<file path="config.mk">
export PLATFORM = sky130hd
export DESIGN_NAME = asic_rr3_mux_flat
export DESIGN_NICKNAME = d
export VERILOG_FILES = /design/src/rtl/asic_rr3_mux_if.sv /design/src/rtl/asic_rr3_mux.sv /design/src/flat_wrapper.sv
export SDC_FILE = /design/constraint.sdc
export NUM_CORES = 1
export LEC_CHECK = 0
export BUFFER_PORTS_ARGS = -buffer_cell sky130_fd_sc_hd__buf_2
export CAP_MARGIN = 20
export CORE_MARGIN = 2
export CORE_UTILIZATION = 45
export DETAILED_ROUTE_END_ITERATION = 10
export GPL_ROUTABILITY_DRIVEN = 0
export PLACE_DENSITY = 0.84
export SLEW_MARGIN = 20
export SYNTH_ARGS = -nofsm -noshare
export SYNTH_HDL_FRONTEND = slang
export SYNTH_SLANG_ARGS = --single-unit
</file>
<file path="constraint.sdc">
create_clock -name clk -period 3.1 [get_ports clk]
set_input_delay 0.31 -clock clk [delete_from_list [all_inputs] [get_ports clk]]
set_output_delay 0.31 -clock clk [all_outputs]
set_load 0.005 [all_outputs]
</file>
<file path="src/rtl/asic_rr3_mux_if.sv">
// Bus bundle for the 3:1 packet arbiter/mux: three request channels in, one
// registered beat stream out, plus the one-hot grant for an external and-or select.
interface asic_rr3_mux_if #(
    parameter int DW = 8
) ();
    logic [2:0]      in_valid;
    logic [3*DW-1:0] in_data;
    logic [2:0]      in_last;
    logic [2:0]      in_ready;
    logic            out_valid;
    logic [DW-1:0]   out_data;
    logic            out_last;
    logic            out_ready;
    logic [2:0]      sel;

    modport slave (
        input  in_valid, in_data, in_last, out_ready,
        output in_ready, out_valid, out_data, out_last, sel
    );

    modport master (
        output in_valid, in_data, in_last, out_ready,
        input  in_ready, out_valid, out_data, out_last, sel
    );
endinterface

</file>
<file path="src/rtl/asic_rr3_mux.sv">
// 3:1 round-robin packet arbiter/mux: a grant is held for a whole packet, and
// the output beat register gives one beat per cycle under downstream backpressure.
module asic_rr3_mux #(
    parameter     PROP = "DEFAULT",
    parameter int DW   = 8
) (
    input  logic            clk,
    input  logic            reset,
    asic_rr3_mux_if.slave   bus
);

    typedef enum logic [0:0] {
        ST_IDLE  = 1'b0,
        ST_GRANT = 1'b1
    } state_e;

    state_e        state_q, state_d;
    logic [1:0]    ptr_q, ptr_d;
    logic [2:0]    sel_q, sel_d;
    logic          out_valid_q, out_valid_d;
    logic [DW-1:0] out_data_q, out_data_d;
    logic          out_last_q, out_last_d;

    logic [2:0]    in_ready_s;
    logic          xfer_s;
    logic          beat_last_s;
    logic [DW-1:0] beat_data_s;

    // PROP is a target hint only and deliberately selects nothing.
    if (PROP == "") begin : g_prop_unset
    end

    // First requester in rotating order starting at ptr.
    function automatic logic [2:0] rr_pick(input logic [2:0] req, input logic [1:0] ptr);
        logic [2:0] pick;
        pick = 3'b000;
        case (ptr)
            2'd1: begin
                if (req[1])      pick = 3'b010;
                else if (req[2]) pick = 3'b100;
                else if (req[0]) pick = 3'b001;
                else             pick = 3'b000;
            end
            2'd2: begin
                if (req[2])      pick = 3'b100;
                else if (req[0]) pick = 3'b001;
                else if (req[1]) pick = 3'b010;
                else             pick = 3'b000;
            end
            default: begin
                if (req[0])      pick = 3'b001;
                else if (req[1]) pick = 3'b010;
                else if (req[2]) pick = 3'b100;
                else             pick = 3'b000;
            end
        endcase
        return pick;
    endfunction

    function automatic logic [1:0] ptr_after(input logic [2:0] grant);
        logic [1:0] nxt;
        case (grant)
            3'b001:  nxt = 2'd1;
            3'b010:  nxt = 2'd2;
            3'b100:  nxt = 2'd0;
            default: nxt = 2'd0;
        endcase
        return nxt;
    endfunction

    // Accept path: only the granted leg may see ready, and only when the output register can take a beat.
    always_comb begin
        in_ready_s = 3'b000;
        if (state_q == ST_GRANT) begin
            in_ready_s = sel_q & {3{(~out_valid_q) | bus.out_ready}};
        end else begin
            in_ready_s = 3'b000;
        end
        xfer_s      = |(bus.in_valid & in_ready_s);
        beat_last_s = |(bus.in_last & sel_q);
        beat_data_s = ({DW{sel_q[0]}} & bus.in_data[0*DW +: DW])
                    | ({DW{sel_q[1]}} & bus.in_data[1*DW +: DW])
                    | ({DW{sel_q[2]}} & bus.in_data[2*DW +: DW]);
    end

    // Arbitration FSM next state: grant is sticky until the last beat transfers.
    always_comb begin
        state_d = state_q;
        sel_d   = sel_q;
        ptr_d   = ptr_q;
        case (state_q)
            ST_IDLE: begin
                if (|bus.in_valid) begin
                    state_d = ST_GRANT;
                    sel_d   = rr_pick(bus.in_valid, ptr_q);
                end else begin
                    sel_d   = 3'b000;
                end
            end
            ST_GRANT: begin
                if (xfer_s && beat_last_s) begin
                    state_d = ST_IDLE;
                    sel_d   = 3'b000;
                    ptr_d   = ptr_after(sel_q);
                end else begin
                    state_d = ST_GRANT;
                end
            end
            default: begin
                state_d = ST_IDLE;
                sel_d   = 3'b000;
            end
        endcase
    end

    // Output beat register: load on transfer, drop valid once drained, otherwise hold.
    always_comb begin
        out_valid_d = out_valid_q;
        out_data_d  = out_data_q;
        out_last_d  = out_last_q;
        if (xfer_s) begin
            out_valid_d = 1'b1;
            out_data_d  = beat_data_s;
            out_last_d  = beat_last_s;
        end else if (out_valid_q && bus.out_ready) begin
            out_valid_d = 1'b0;
        end else begin
            out_valid_d = out_valid_q;
        end
    end

    // State registers; reset wins over any transfer on the same edge.
    always_ff @(posedge clk) begin
        if (reset) begin
            state_q     <= ST_IDLE;
            ptr_q       <= 2'd0;
            sel_q       <= 3'b000;
            out_valid_q <= 1'b0;
            out_data_q  <= {DW{1'b0}};
            out_last_q  <= 1'b0;
        end else begin
            state_q     <= state_d;
            ptr_q       <= ptr_d;
            sel_q       <= sel_d;
            out_valid_q <= out_valid_d;
            out_data_q  <= out_data_d;
            out_last_q  <= out_last_d;
        end
    end

    assign bus.in_ready  = in_ready_s;
    assign bus.sel       = sel_q;
    assign bus.out_valid = out_valid_q;
    assign bus.out_data  = out_data_q;
    assign bus.out_last  = out_last_q;

endmodule
</file>
<file path="src/flat_wrapper.sv">
// flat-port wrapper written by rule: the top's interface ports become plain ports
module asic_rr3_mux_flat 
#(
    parameter     PROP = "       ",
    parameter int DW   = 8
)
  (clk, reset, bus_in_valid, bus_in_data, bus_in_last, bus_out_ready, bus_in_ready, bus_out_valid, bus_out_data, bus_out_last, bus_sel);
  asic_rr3_mux_if #(.DW(DW)) bus_i ();
  input  logic clk;
  input  logic reset;
  input wire logic [$bits(bus_i.in_valid)-1:0] bus_in_valid;
  input wire logic [$bits(bus_i.in_data)-1:0] bus_in_data;
  input wire logic [$bits(bus_i.in_last)-1:0] bus_in_last;
  input wire logic [$bits(bus_i.out_ready)-1:0] bus_out_ready;
  output wire logic [$bits(bus_i.in_ready)-1:0] bus_in_ready;
  output wire logic [$bits(bus_i.out_valid)-1:0] bus_out_valid;
  output wire logic [$bits(bus_i.out_data)-1:0] bus_out_data;
  output wire logic [$bits(bus_i.out_last)-1:0] bus_out_last;
  output wire logic [$bits(bus_i.sel)-1:0] bus_sel;
  assign bus_i.in_valid = bus_in_valid;
  assign bus_i.in_data = bus_in_data;
  assign bus_i.in_last = bus_in_last;
  assign bus_i.out_ready = bus_out_ready;
  assign bus_in_ready = bus_i.in_ready;
  assign bus_out_valid = bus_i.out_valid;
  assign bus_out_data = bus_i.out_data;
  assign bus_out_last = bus_i.out_last;
  assign bus_sel = bus_i.sel;
  asic_rr3_mux #(.PROP(PROP), .DW(DW)) u_core (.clk(clk), .reset(reset), .bus(bus_i));
endmodule
</file>
==> run_results.csv <==
group,metric,value,unit
cts,cts_made_buffers,3,
critical_path,required,3.27,ns
floorplanning,fp.dieArea,0.002245,mm2
cts,clkSinkCount,16,
critical_path,crit_path_start_kind,"flip-flop",
yosys,synth_top_cell_area_share,37.81,%
yosys,netlist_area,847.1,um2
critical_path,critPathCaptureType,"flip-flop",
placement,place_area,0.001096,mm2
placement,dp_hpwl,1628,um
cts,cts.clk_slew.worst_paths,0.09,ns
grt,grt_use_total,19.69,%
grt,grt_first_pass_wirelength,3001,um
grt,antenna_found_initial,0,
critical_path,reg2reg_to,"u_core.bus.sel[1]",
grt,grt-ovfl-total,0,
final_layout,drive_above_1_share,47.79,%
timing,post-route-period-util,61.64,%
yosys,postSynthCellCount,89,
timing,setup_viol,0,
floorplanning,start_util,48.53,%
cts,cts_root_buf,"clkbuf_4",
yosys,ys_warn_count,0,
yosys,ys_types,28,
timing,fin_worst_skew,0.004436,ns
floorplanning,core_area,0.001745,mm2
floorplanning,die_x,47.39,um
detailed_routing,wl_per_cell,13.45,um
cts,clockBufferDepth,2,
cts,clk_latency,0.30,ns
final_layout,area_growth,33.68,%
power,power_density,386.3,mW/mm2
yosys,synth_top_cell_by_area,"dfxtp_1",
final_layout,final_common_cell,"buf_2",
cts,cts_resized,0,
grt,grt_pass1_vias,720,
power,ir_drop,296.9,uV
critical_path,cp-endpoint,"u_core.bus.sel[1]",
critical_path,worstReg2RegStart,"u_core.bus.sel[0]",
yosys,syn_nets,124,
min_path,hold_path.class,"in -> reg",
detailed_routing,antenna_left,0,
detailed_routing,vias,909,
critical_path,r2r_cells,4,
yosys,yosysSeqAreaShare,37.81,%
status,status,"finished, final reports clean",
cts,cts-hold-fix-buffers,0,
timing,rsz0062_at_grt,"no",
critical_path,cp.arrival,2.08,ns
power,p_leak,0.4858,nW
timing,slew_violations,0,
floorplanning,pin_count,49,
cts,h-tree-depth,1,
detailed_routing,drtPass1Iterations,5,
critical_path,critPathKind,"reg -> reg",
timing,finalHoldViolations,0,
timing,fmax,523.4,MHz
detailed_routing,drt_wl_total,2165,um
yosys,syn_area_per_cell,9.518,um2
placement,port_buffers,48,
cts,post_cts_buffers,0,
floorplanning,fp-row-count,15,
detailed_routing,via_per_inst,5.646,
final_layout,num-nets-final,172,
critical_path,startpoint,"u_core.bus.sel[0]",
run,max-cap-violations,0,
floorplanning,die_y,47.39,um
final_layout,design_area,0.001132,mm2
yosys,yosys_register_bits,16,
timing,worst_pin_slew,0.7138,ns
detailed_routing,drt_iter0_drc,43,
grt,grt_start_max_net_pins,19,
critical_path,regToRegSetupSlack,1.19,ns
final_layout,diodes,0,
final_layout,final_cell_mix,"buf_2 (48), dfxtp_1 (16), nor2_1 (11)",
timing,setup_tns,0,ns
cts,cts_tree,"built",
yosys,synth_area_leaders,"dfxtp_1 (38%), a211oi_2 (12%), a222oi_1 (12%)",
timing,slew-limit-headroom,52.02,%
critical_path,critPathMaxFanout,15,
timing,finalCriticalPeriod,1.911,ns
detailed_routing,drc,0,
-- area by class of cell --
cell class,instances,area (um2)
multi-input combinational,63,481.7
sequential,16,320.3
timing repair buffer,49,247.7
inverter,4,15.01
tap,25,31.28
fill,155,613.1
clock buffer,4,36.28
-- worst min-delay path by stage --
| stage | from | endpoint | slack [ns] | depth (start not counted) |
|---|---|---|---|---|
| after floorplan | u_core.ptr_q[1] | u_core.ptr_q[1] | 0.47 | 2 |
| after global placement | u_core.ptr_q[1] | u_core.ptr_q[1] | 0.49 | 2 |
| after detailed placement | u_core.ptr_q[1] | u_core.ptr_q[1] | 0.50 | 2 |
| after CTS | bus_in_valid[1] | u_core.bus.sel[1] | 0.31 | 3 |
| after global routing | bus_in_valid[1] | u_core.bus.sel[1] | 0.34 | 3 |
| final | bus_in_valid[1] | u_core.bus.sel[1] | 0.31 | 3 |
-- flip-flops by register name, summed over array words and instances (netlist names) --
register / count
u_core.bus.out_data: 8
u_core.bus.out_last: 1
u_core.state_q: 1
u_core.bus.out_valid: 1
u_core.ptr_q: 2
u_core.bus.sel: 3
-- where the power goes --
part / internal [mW] / leakage (nW) / total (mW) / switching [mW]
registers: 0.214 / 0.130 / 0.225 / 0.0109
logic: 0.0379 / 0.335 / 0.0723 / 0.0345
clock network: 0.0717 / 0.0210 / 0.140 / 0.0686
-- worst max-delay path, cell delays in order (launching register included) --
cell and delay (ns):
dfxtp_1 0.63, a222oi_1 0.24, nor4_2 0.65, nand3b_1 0.20, a21oi_1 0.07
-- cells by family after synthesis --
family	count (synthesis)	share of synthesized area, %
AO/OA/AOI/OAI	29	32.64
adder cells (fa/ha/maj)	2	2.954
buffers and inverters	10	5.316
flip-flops	16	37.81
AND/OR/NAND/NOR	32	21.27
-- per-stage QoR --
stage	power [mW]	setup slack (ns)	cells	hold slack [ns]	utilization, %
after floorplan	0.2665	1.703	89	0.4687	-
after global placement	0.2997	1.330	157	0.4944	62.80
after detailed placement	0.3020	1.214	157	0.4964	62.80
after CTS	0.4413	1.204	161	0.3064	64.87
after global routing	0.4553	1.041	161	0.3413	64.87
final	0.4374	1.189	161	0.3110	64.87
-- synth_stat cells (all sizes together) --
master  instances
and2            3
nor3            2
o31ai           2
a222oi         10
clkbuf          4
nor2b           2
inv             4
nor4b           2
nand2           3
ha              2
nor2           12
buf             2
nand2b          3
nor4            2
a211oi          9
o21ba           1
o211ai          2
nand3           1
a21oi           4
o311ai          1
dfxtp          16
nand3b          2
-- per-layer routing --
layer	wire length, um	global-route usage (%)	vias to the layer above	share of wire [%]
li1	-	-	442	-
met1	812	22.56	422	38
met2	1125	31.89	40	52
met3	181	5.769	5	8.4
met4	46	12.22	0	2.1
met5	0	0	-	0
(Power assumes the default switching activity.)
